$ cat src/rtl/rca_pkg.sv
// Shared types and constants for the ripple-carry adder operand path.
package rca_pkg;

    localparam int BYTE_W    = 8;
    localparam int DEF_WIDTH = 32;

    typedef enum logic [1:0] {
        LOAD_A,
        LOAD_B,
        FULL
    } state_e;

endpackage

$ cat src/rtl/rca_byte_shifter.sv
// Byte-lane write register: one lane written per enabled cycle.
module rca_byte_shifter
    import rca_pkg::*;
#(
    parameter int WIDTH  = DEF_WIDTH,
    parameter int NBYTES = WIDTH / BYTE_W,
    parameter int IDX_W  = $clog2(NBYTES)
) (
    input  logic              clk,
    input  logic              rst,
    input  logic              we,
    input  logic [IDX_W-1:0]  idx,
    input  logic [BYTE_W-1:0] din,
    output logic [WIDTH-1:0]  q
);

    always_ff @(posedge clk or posedge rst) begin
        if (rst) begin
            q <= '0;
        end else if (we) begin
            for (int i = 0; i < NBYTES; i++) begin
                if (idx == IDX_W'(i)) begin
                    q[i*BYTE_W +: BYTE_W] <= din;
                end
            end
        end
    end

endmodule

$ cat src/rtl/rca_operand_loader.sv
// Assembles A, B and carry-in from a byte stream and holds them for the adder.
module rca_operand_loader
    import rca_pkg::*;
#(
    parameter int WIDTH = DEF_WIDTH
) (
    input  logic              clk,
    input  logic              rst,
    input  logic              clear,
    input  logic [BYTE_W-1:0] in_byte,
    input  logic              in_cin,
    input  logic              in_valid,
    output logic              in_ready,
    output logic [WIDTH-1:0]  a_out,
    output logic [WIDTH-1:0]  b_out,
    output logic              cin_out,
    output logic              out_valid,
    input  logic              out_ready,
    output logic              busy
);

    localparam int NBYTES = WIDTH / BYTE_W;
    localparam int CNT_W  = $clog2(NBYTES);

    state_e             state;
    logic [CNT_W-1:0]   cnt;
    logic               accept;
    logic               last;
    logic               we_a;
    logic               we_b;

    assign in_ready = (state != FULL);
    assign busy     = (state != LOAD_A) || (cnt != '0);
    assign last     = (cnt == CNT_W'(NBYTES - 1));

    // clear wins over a concurrent byte: the lanes must not see it either
    assign accept = in_valid && in_ready && !clear;
    assign we_a   = accept && (state == LOAD_A);
    assign we_b   = accept && (state == LOAD_B);

    rca_byte_shifter #(
        .WIDTH  (WIDTH),
        .NBYTES (NBYTES),
        .IDX_W  (CNT_W)
    ) u_shift_a (
        .clk (clk),
        .rst (rst),
        .we  (we_a),
        .idx (cnt),
        .din (in_byte),
        .q   (a_out)
    );

    rca_byte_shifter #(
        .WIDTH  (WIDTH),
        .NBYTES (NBYTES),
        .IDX_W  (CNT_W)
    ) u_shift_b (
        .clk (clk),
        .rst (rst),
        .we  (we_b),
        .idx (cnt),
        .din (in_byte),
        .q   (b_out)
    );

    always_ff @(posedge clk or posedge rst) begin
        if (rst) begin
            state     <= LOAD_A;
            cnt       <= '0;
            cin_out   <= 1'b0;
            out_valid <= 1'b0;
        end else if (clear) begin
            state     <= LOAD_A;
            cnt       <= '0;
            out_valid <= 1'b0;
        end else begin
            unique case (state)
                LOAD_A: begin
                    if (accept) begin
                        if (last) begin
                            cnt   <= '0;
                            state <= LOAD_B;
                        end else begin
                            cnt <= cnt + 1'b1;
                        end
                    end
                end
                LOAD_B: begin
                    if (accept) begin
                        if (last) begin
                            cnt       <= '0;
                            cin_out   <= in_cin;
                            out_valid <= 1'b1;
                            state     <= FULL;
                        end else begin
                            cnt <= cnt + 1'b1;
                        end
                    end
                end
                FULL: begin
                    if (out_ready) begin
                        out_valid <= 1'b0;
                        state     <= LOAD_A;
                    end
                end
                default: begin
                    out_valid <= 1'b0;
                    state     <= LOAD_A;
                end
            endcase
        end
    end

endmodule
$ cat config.mk
export PLATFORM = sky130hd
export DESIGN_NAME = rca_operand_loader
export DESIGN_NICKNAME = d
export VERILOG_FILES = /design/src/rtl/rca_pkg.sv /design/src/rtl/rca_byte_shifter.sv /design/src/rtl/rca_operand_loader.sv
export SDC_FILE = /design/constraint.sdc
export NUM_CORES = 1
export LEC_CHECK = 0
export ABC_AREA = 1
export ABC_CLOCK_PERIOD_IN_PS = 1200
export CAP_MARGIN = 20
export CORE_ASPECT_RATIO = 1.2
export CORE_MARGIN = 2
export CORE_UTILIZATION = 30
export CTS_BUF_LIST = sky130_fd_sc_hd__clkbuf_8
export CTS_CLUSTER_SIZE = 10
export DETAILED_ROUTE_END_ITERATION = 12
export DONT_BUFFER_PORTS = 1
export PLACE_DENSITY = 0.47
export SLEW_MARGIN = 10
export SYNTH_ARGS = -nofsm -noshare
export SYNTH_HDL_FRONTEND = slang
export SYNTH_HIERARCHICAL = 1
export SYNTH_SLANG_ARGS = --single-unit
$ cat constraint.sdc
create_clock -name clk -period 1.2 [get_ports clk]
set_input_delay 0.06 -clock clk [delete_from_list [all_inputs] [get_ports clk]]
set_output_delay 0.06 -clock clk [all_outputs]
set_load 0.02 [all_outputs]
; ---- Word level (Yosys, flattened, before mapping)
; Index checks and enable logic that the tools add are counted.
[classes]
n_shift = 0
bitwise_logic = 1
eq_ne = 12
n_mux = 16
addsub = 1
div_mod_pow = 0
n_lt_le_gt_ge = 0
reduce_logical = 25
mul = 0
[ops]
columns = cell, count
row1 = 2-bit two-way mux, 10
row2 = 2-bit AND reduction, 9
row3 = 3-bit != test (second input constant), 5
row4 = 4-bit AND reduction, 2
row5 = 2-bit nonzero test, 4
row6 = 2-bit == test (second input constant), 3
row7 = 2-bit case mux with 3 select lines, 1
row8 = 5-bit AND reduction, 1
row9 = 2-bit by 1-bit == test with 1-bit output (second input constant), 2
row10 = 1-bit logical AND, 4
row11 = 2-bit logical NOT, 2
row12 = 1-bit two-way mux, 4
row13 = 2-bit != test (second input constant), 2
row14 = 1-bit case mux with 3 select lines, 1
row15 = 2-bit by 1-bit adder with 2-bit output (second input constant), 1
row16 = 2-bit OR reduction, 1
row17 = 1-bit logical NOT, 1
row18 = 1-bit logical OR, 1
row19 = 1-bit inverter, 1
[word_totals]
inputBits = 14
mem_bits_rw = 0
regBits = 70
mem_count = 0
out_inout_bits = 68
wordCells = 67
mem_bits_ro = 0
latch_bits = 0

; ---- Depth between registers and ports, before layout
[logic_depth]
depth_word = 6
mapped_depth = 9
mapped_depth_nobuf = 8

; ---- Cells and area by module
; The synthesis kept the hierarchy.
[modules_own_cells]
columns = mod, area_per_inst_um2, n_inst, seq_area_each_um2, cells_each
row1 = rca_byte_shifter, 1411.4, 2, 800.8, 144
row2 = rca_operand_loader, 367.9, 1, 150.1, 49

; ---- Worst setup path after synthesis
; No wires, ideal clock.
[synth_path]
path_kind = register to register
startpoint = register state[1]
endpoint = register u_shift_a.q[11]
arrival_time_ns = 1.218
slack_ns = -0.084
n_path_buf = 2
path_stages_with_launch = 10
required_time_ns = 1.134
setup_time_ns = 0.066
period_less_slack_ns = 1.284
path_cell_list = dfrtp_1 inv_2 nand2_2 nor2_4 inv_2 nor2_1 buf_6 buf_4 nand4_1 nand2_1
[synth_between]
elab_chain_cells = 5
word_cells_on_any_way = 6
classes_between = eq/ne (1) / reduce/logical (5)
[synth_lines]
columns = item, line
row1 = "start, declared", rca_operand_loader.sv:25  ; state_e state;
row2 = "start signal, assigned", rca_operand_loader.sv:69  ; state <= LOAD_A;
row3 = "start signal, assigned", rca_operand_loader.sv:74  ; state <= LOAD_A;
row4 = "start signal, assigned", rca_operand_loader.sv:83  ; state <= LOAD_B;
row5 = 2-bit != test, rca_operand_loader.sv:32  ; assign in_ready = (state != FULL);
row6 = 1-bit logical AND (2 in series), rca_operand_loader.sv:37  ; assign accept = in_valid && in_ready && !clear;
row7 = 1-bit logical AND (*), rca_operand_loader.sv:38  ; assign we_a = accept && (state == LOAD_A);
row8 = named net we_a, rca_operand_loader.sv:29  ; logic we_a;
row9 = 2-bit AND reduction (no line) (*), -
row10 = "end signal, assigned by index", rca_byte_shifter.sv:23  ; q[i*BYTE_W +: BYTE_W] <= din;
row11 = "end, declared", rca_byte_shifter.sv:14  ; output logic [WIDTH-1:0] q
; Mark *: on every way through the listed nets, which the timed path passes. The rest lies on a longest branch.
; A chain may end at the register's enable or synchronous reset.

; ---- Worst setup path after layout
[layout_path]
startpoint = register state[1]
endpoint = register u_shift_b.q[30]
[layout_between]
elab_chain_cells = 5
word_cells_on_any_way = 6
classes_between = eq/ne (2) / reduce/logical (4)
[layout_lines]
columns = item, line
row1 = 2-bit != test, rca_operand_loader.sv:32
row2 = 1-bit logical AND (2 in series), rca_operand_loader.sv:37
row3 = 1-bit logical AND (*), rca_operand_loader.sv:39  ; assign we_b = accept && (state == LOAD_B);
row4 = named net we_b, rca_operand_loader.sv:30  ; logic we_b;
row5 = 2-bit AND reduction (no line) (*), -
row6 = "end signal, assigned by index", rca_byte_shifter.sv:23
row7 = "end, declared", rca_byte_shifter.sv:14
; Marked as above.

==> results.json <==
{
  "synth_fp_nets": 353,
  "grt_max_degree": 33,
  "layout-drive-gt1-share_pct": 23.42,
  "fillCellCount": 1072,
  "nets": 393,
  "die_y_um": 117.0,
  "worstPathArrival_ps": 1660,
  "area_growth_pct": 25.84,
  "via_count": 2477,
  "wire_per_inst_um": 17.11,
  "dp_hpwl_um": 5711,
  "grt_overflow_total": 0,
  "start_util_pct": 30.49,
  "final_cell_area_mm2": 0.004015,
  "start_kind": "flop",
  "tightest_slew_ps": 510.8,
  "criticalPathCategory": "flop to flop",
  "end_kind": "flop",
  "crit_buf_inv": 4,
  "setup_ws_ps": -174.6,
  "worstPathCellList": "inv_2 > nand2_4 > nor2_4 > inv_2 > nor2_4 > buf_12 > buf_12 > nand4_1 > nand2_1",
  "required_ps": 1480,
  "antenna_found_initial": 1,
  "die_w_um": 98.14,
  "multiInputGateArea_mm2": 0.001319,
  "maxCapViolations": 0,
  "finalCritPeriodShare_pct": 114.6,
  "hold_viol": 0,
  "syn_inst": 337,
  "cts_tree": "built",
  "cts_made_buffers": 9,
  "place.gp.congestion": 0.7953,
  "grt_first_pass_wirelength_um": 13750,
  "clock_latency_ps": 340,
  "cp_top_family": "buffers and inverters",
  "wirelength_um": 8726,
  "dp_worst_setup_slack_ps": -150.5,
  "clk_path_buf_depth": 2,
  "clkTransAtPathRegs_ps": 70,
  "avgSynthCellArea_um2": 9.468,
  "drt_iter0_drc": 135,
  "critPathMaxStageDelay_ps": 390,
  "drt_pass1_iterations": 5,
  "drv_slew": 0,
  "hold_class": "input pin to asynchronous set/reset pin",
  "seq_area_mm2": 0.001754,
  "design.core.area_mm2": 0.01047,
  "skew_ps": 8.817,
  "max_slew_margin_pct": 65.84,
  "ys_warn_count": 6,
  "clock-sinks": 70,
  "fmax_mhz": 727.5,
  "crit_slowest_cell": "dfrtp_1",
  "drtAntennaViolNets": 0,
  "grt_pass1_vias": 2428,
  "place_area_mm2": 0.003575,
  "violations": "setup timing",
  "row_count": 41,
  "ios": 82,
  "final_core_util_pct": 38.37,
  "leakagePower_uw": 0.002016,
  "worstPathMaxFanout": 10,
  "grt.total_usage_pct": 15.49,
  "htree_num_levels": 3,
  "io_buffers": 0,
  "status": "finished, violations left",
  "dieArea_mm2": 0.01148,
  "netlist_area_mm2": 0.003191,
  "via_per_inst": 4.857,
  "finalSetupViolCount": 66,
  "yosysUniqueCellTypes": 21,
  "ir_drop_mv": 0.5376,
  "yosysSeqAreaShare_pct": 54.90,
  "final.min_clock_period_ps": 1375,
  "rsz0062_at_grt": "true",
  "root_buffer": "clkbuf_8",
  "drc": 0,
  "ys_ff_latch": 70,
  "p_per_area_mw_per_mm2": 1686
}
-- layout by cell type (no fill, tap or decap), types with 2 or more instances in the layout --
master	netlist	layout
nor2_4	2	4
inv_1	9	10
ha_1	2	2
dfrtp_2	0	2
nor2_8	2	2
clkbuf_8	2	9
nor2_1	7	4
nand2_2	2	8
dlygate4sd3_1	0	13
buf_12	0	10
nand3_2	1	15
buf_4	6	16
nand3_4	6	6
o21ai_0	2	2
dfrtp_1	70	68
clkinv_1	4	4
buf_6	6	4
nand3_1	19	5
inv_2	3	5
nand4_1	49	49
nand2_1	140	133
nand2_4	2	3
-- worst register-to-register path: stages (launching register included) --
cell and delay [ps]:
dfrtp_1 390, inv_2 90, nand2_4 60, nor2_4 90
inv_2 70, nor2_4 120, buf_12 180, buf_12 130
nand4_1 100, nand2_1 100
-- layout make-up --
type,instances,share of cell area [%]
clock buffers,9,3.085
well taps,129,4.020
clock inverters,5,1.153
inverters,16,1.496
flip-flops and latches,70,43.69
diodes,1,0.06232
multi-input cells,235,32.85
repair buffers,45,13.65
-- final timing paths --
kind / startpoint / to / slack [ps] / depth (start not counted)
setup / recovery: state[1] / u_shift_b/q[30] / -170 / 9
hold / removal: rst / cin_out / 150 / 2
setup reg to reg: state[1] / u_shift_b/q[30] / -170 / 9
hold reg to reg: cin_out / cin_out / 610 / 2
max in group asynchronous: rst / u_shift_a/q[18] / 580 / 3
min in group clk: in_cin / cin_out / 420 / 3
-- synth_stat cells --
| master | count | share of area, % |
|---|---|---|
| o21ai_0 | 2 | 0.31 |
| buf_6 | 6 | 2.1 |
| inv_1 | 9 | 1.1 |
| inv_2 | 3 | 0.35 |
| clkbuf_8 | 2 | 0.86 |
| ha_1 | 2 | 0.78 |
| nand2_2 | 2 | 0.39 |
| nor2_8 | 2 | 1.3 |
| buf_8 | 2 | 0.94 |
| nor2_1 | 7 | 0.82 |
| nand4_1 | 49 | 9.6 |
| nand3_1 | 19 | 3.0 |
| o21bai_1 | 1 | 0.24 |
| clkinv_1 | 4 | 0.47 |
| nand2_1 | 140 | 16 |
| nor2_4 | 2 | 0.71 |
| buf_4 | 6 | 1.4 |
| nand3_2 | 1 | 0.31 |
| nand3_4 | 6 | 3.3 |
| dfrtp_1 | 70 | 55 |
| nand2_4 | 2 | 0.71 |
-- kinds of logic after synthesis --
kind of cell | count (synthesis) | share of synthesized area, %
buffers and inverters | 32 | 7.215
flip-flops | 70 | 54.90
AO/OA/AOI/OAI | 3 | 0.5491
AND/OR/NAND/NOR | 230 | 36.55
adder cells (fa/ha/maj) | 2 | 0.7842
-- through the flow --
step	power, µW	std cells	setup TNS (ps)	hold slack [ps]
floorplan	4542	337	-2280	-149.0
global placement	4890	475	-6563	-106.2
detailed placement	4917	475	-7789	-102.8
CTS	6806	504	-8749	131.9
global route	7180	510	-16170	165.0
finish	6770	510	-9183	148.8
-- routing by layer --
layer | vias up | wire [µm] | global-route usage, %
met5 | - | 0 | 0
met4 | 0 | 131 | 6.484
met3 | 12 | 621 | 5.582
met2 | 71 | 4180 | 23.47
met1 | 1179 | 3793 | 20.25
li1 | 1215 | - | -
-- registers in the layout (all words and copies together), names as in the netlist --
register and cells:
u_shift_b/q 32, cin_out 1, out_valid 1, state 2, cnt 2, u_shift_a/q 32
-- what timing repair did --
action | 4_1_cts | 5_1_grt
gates resized for setup | 3 | 15
hold buffers | 13 | 0
setup endpoints to repair | 67 | 70
pin swaps | 0 | 4
gates cloned | 1 | 1
hold endpoints to repair | 139 | 0
setup buffers | 1 | 4
-- where the power goes --
| part | switching [µW] | internal, µW | total, µW | leakage, µW |
|---|---|---|---|---|
| clock | 851 | 912 | 1760 | 0.0000987 |
| sequential | 1010 | 2840 | 3850 | 0.000928 |
| combinational | 678 | 481 | 1160 | 0.000989 |
| total | 2530 | 4240 | 6770 | 0.00202 |
Power figures use the tool's default switching activity.
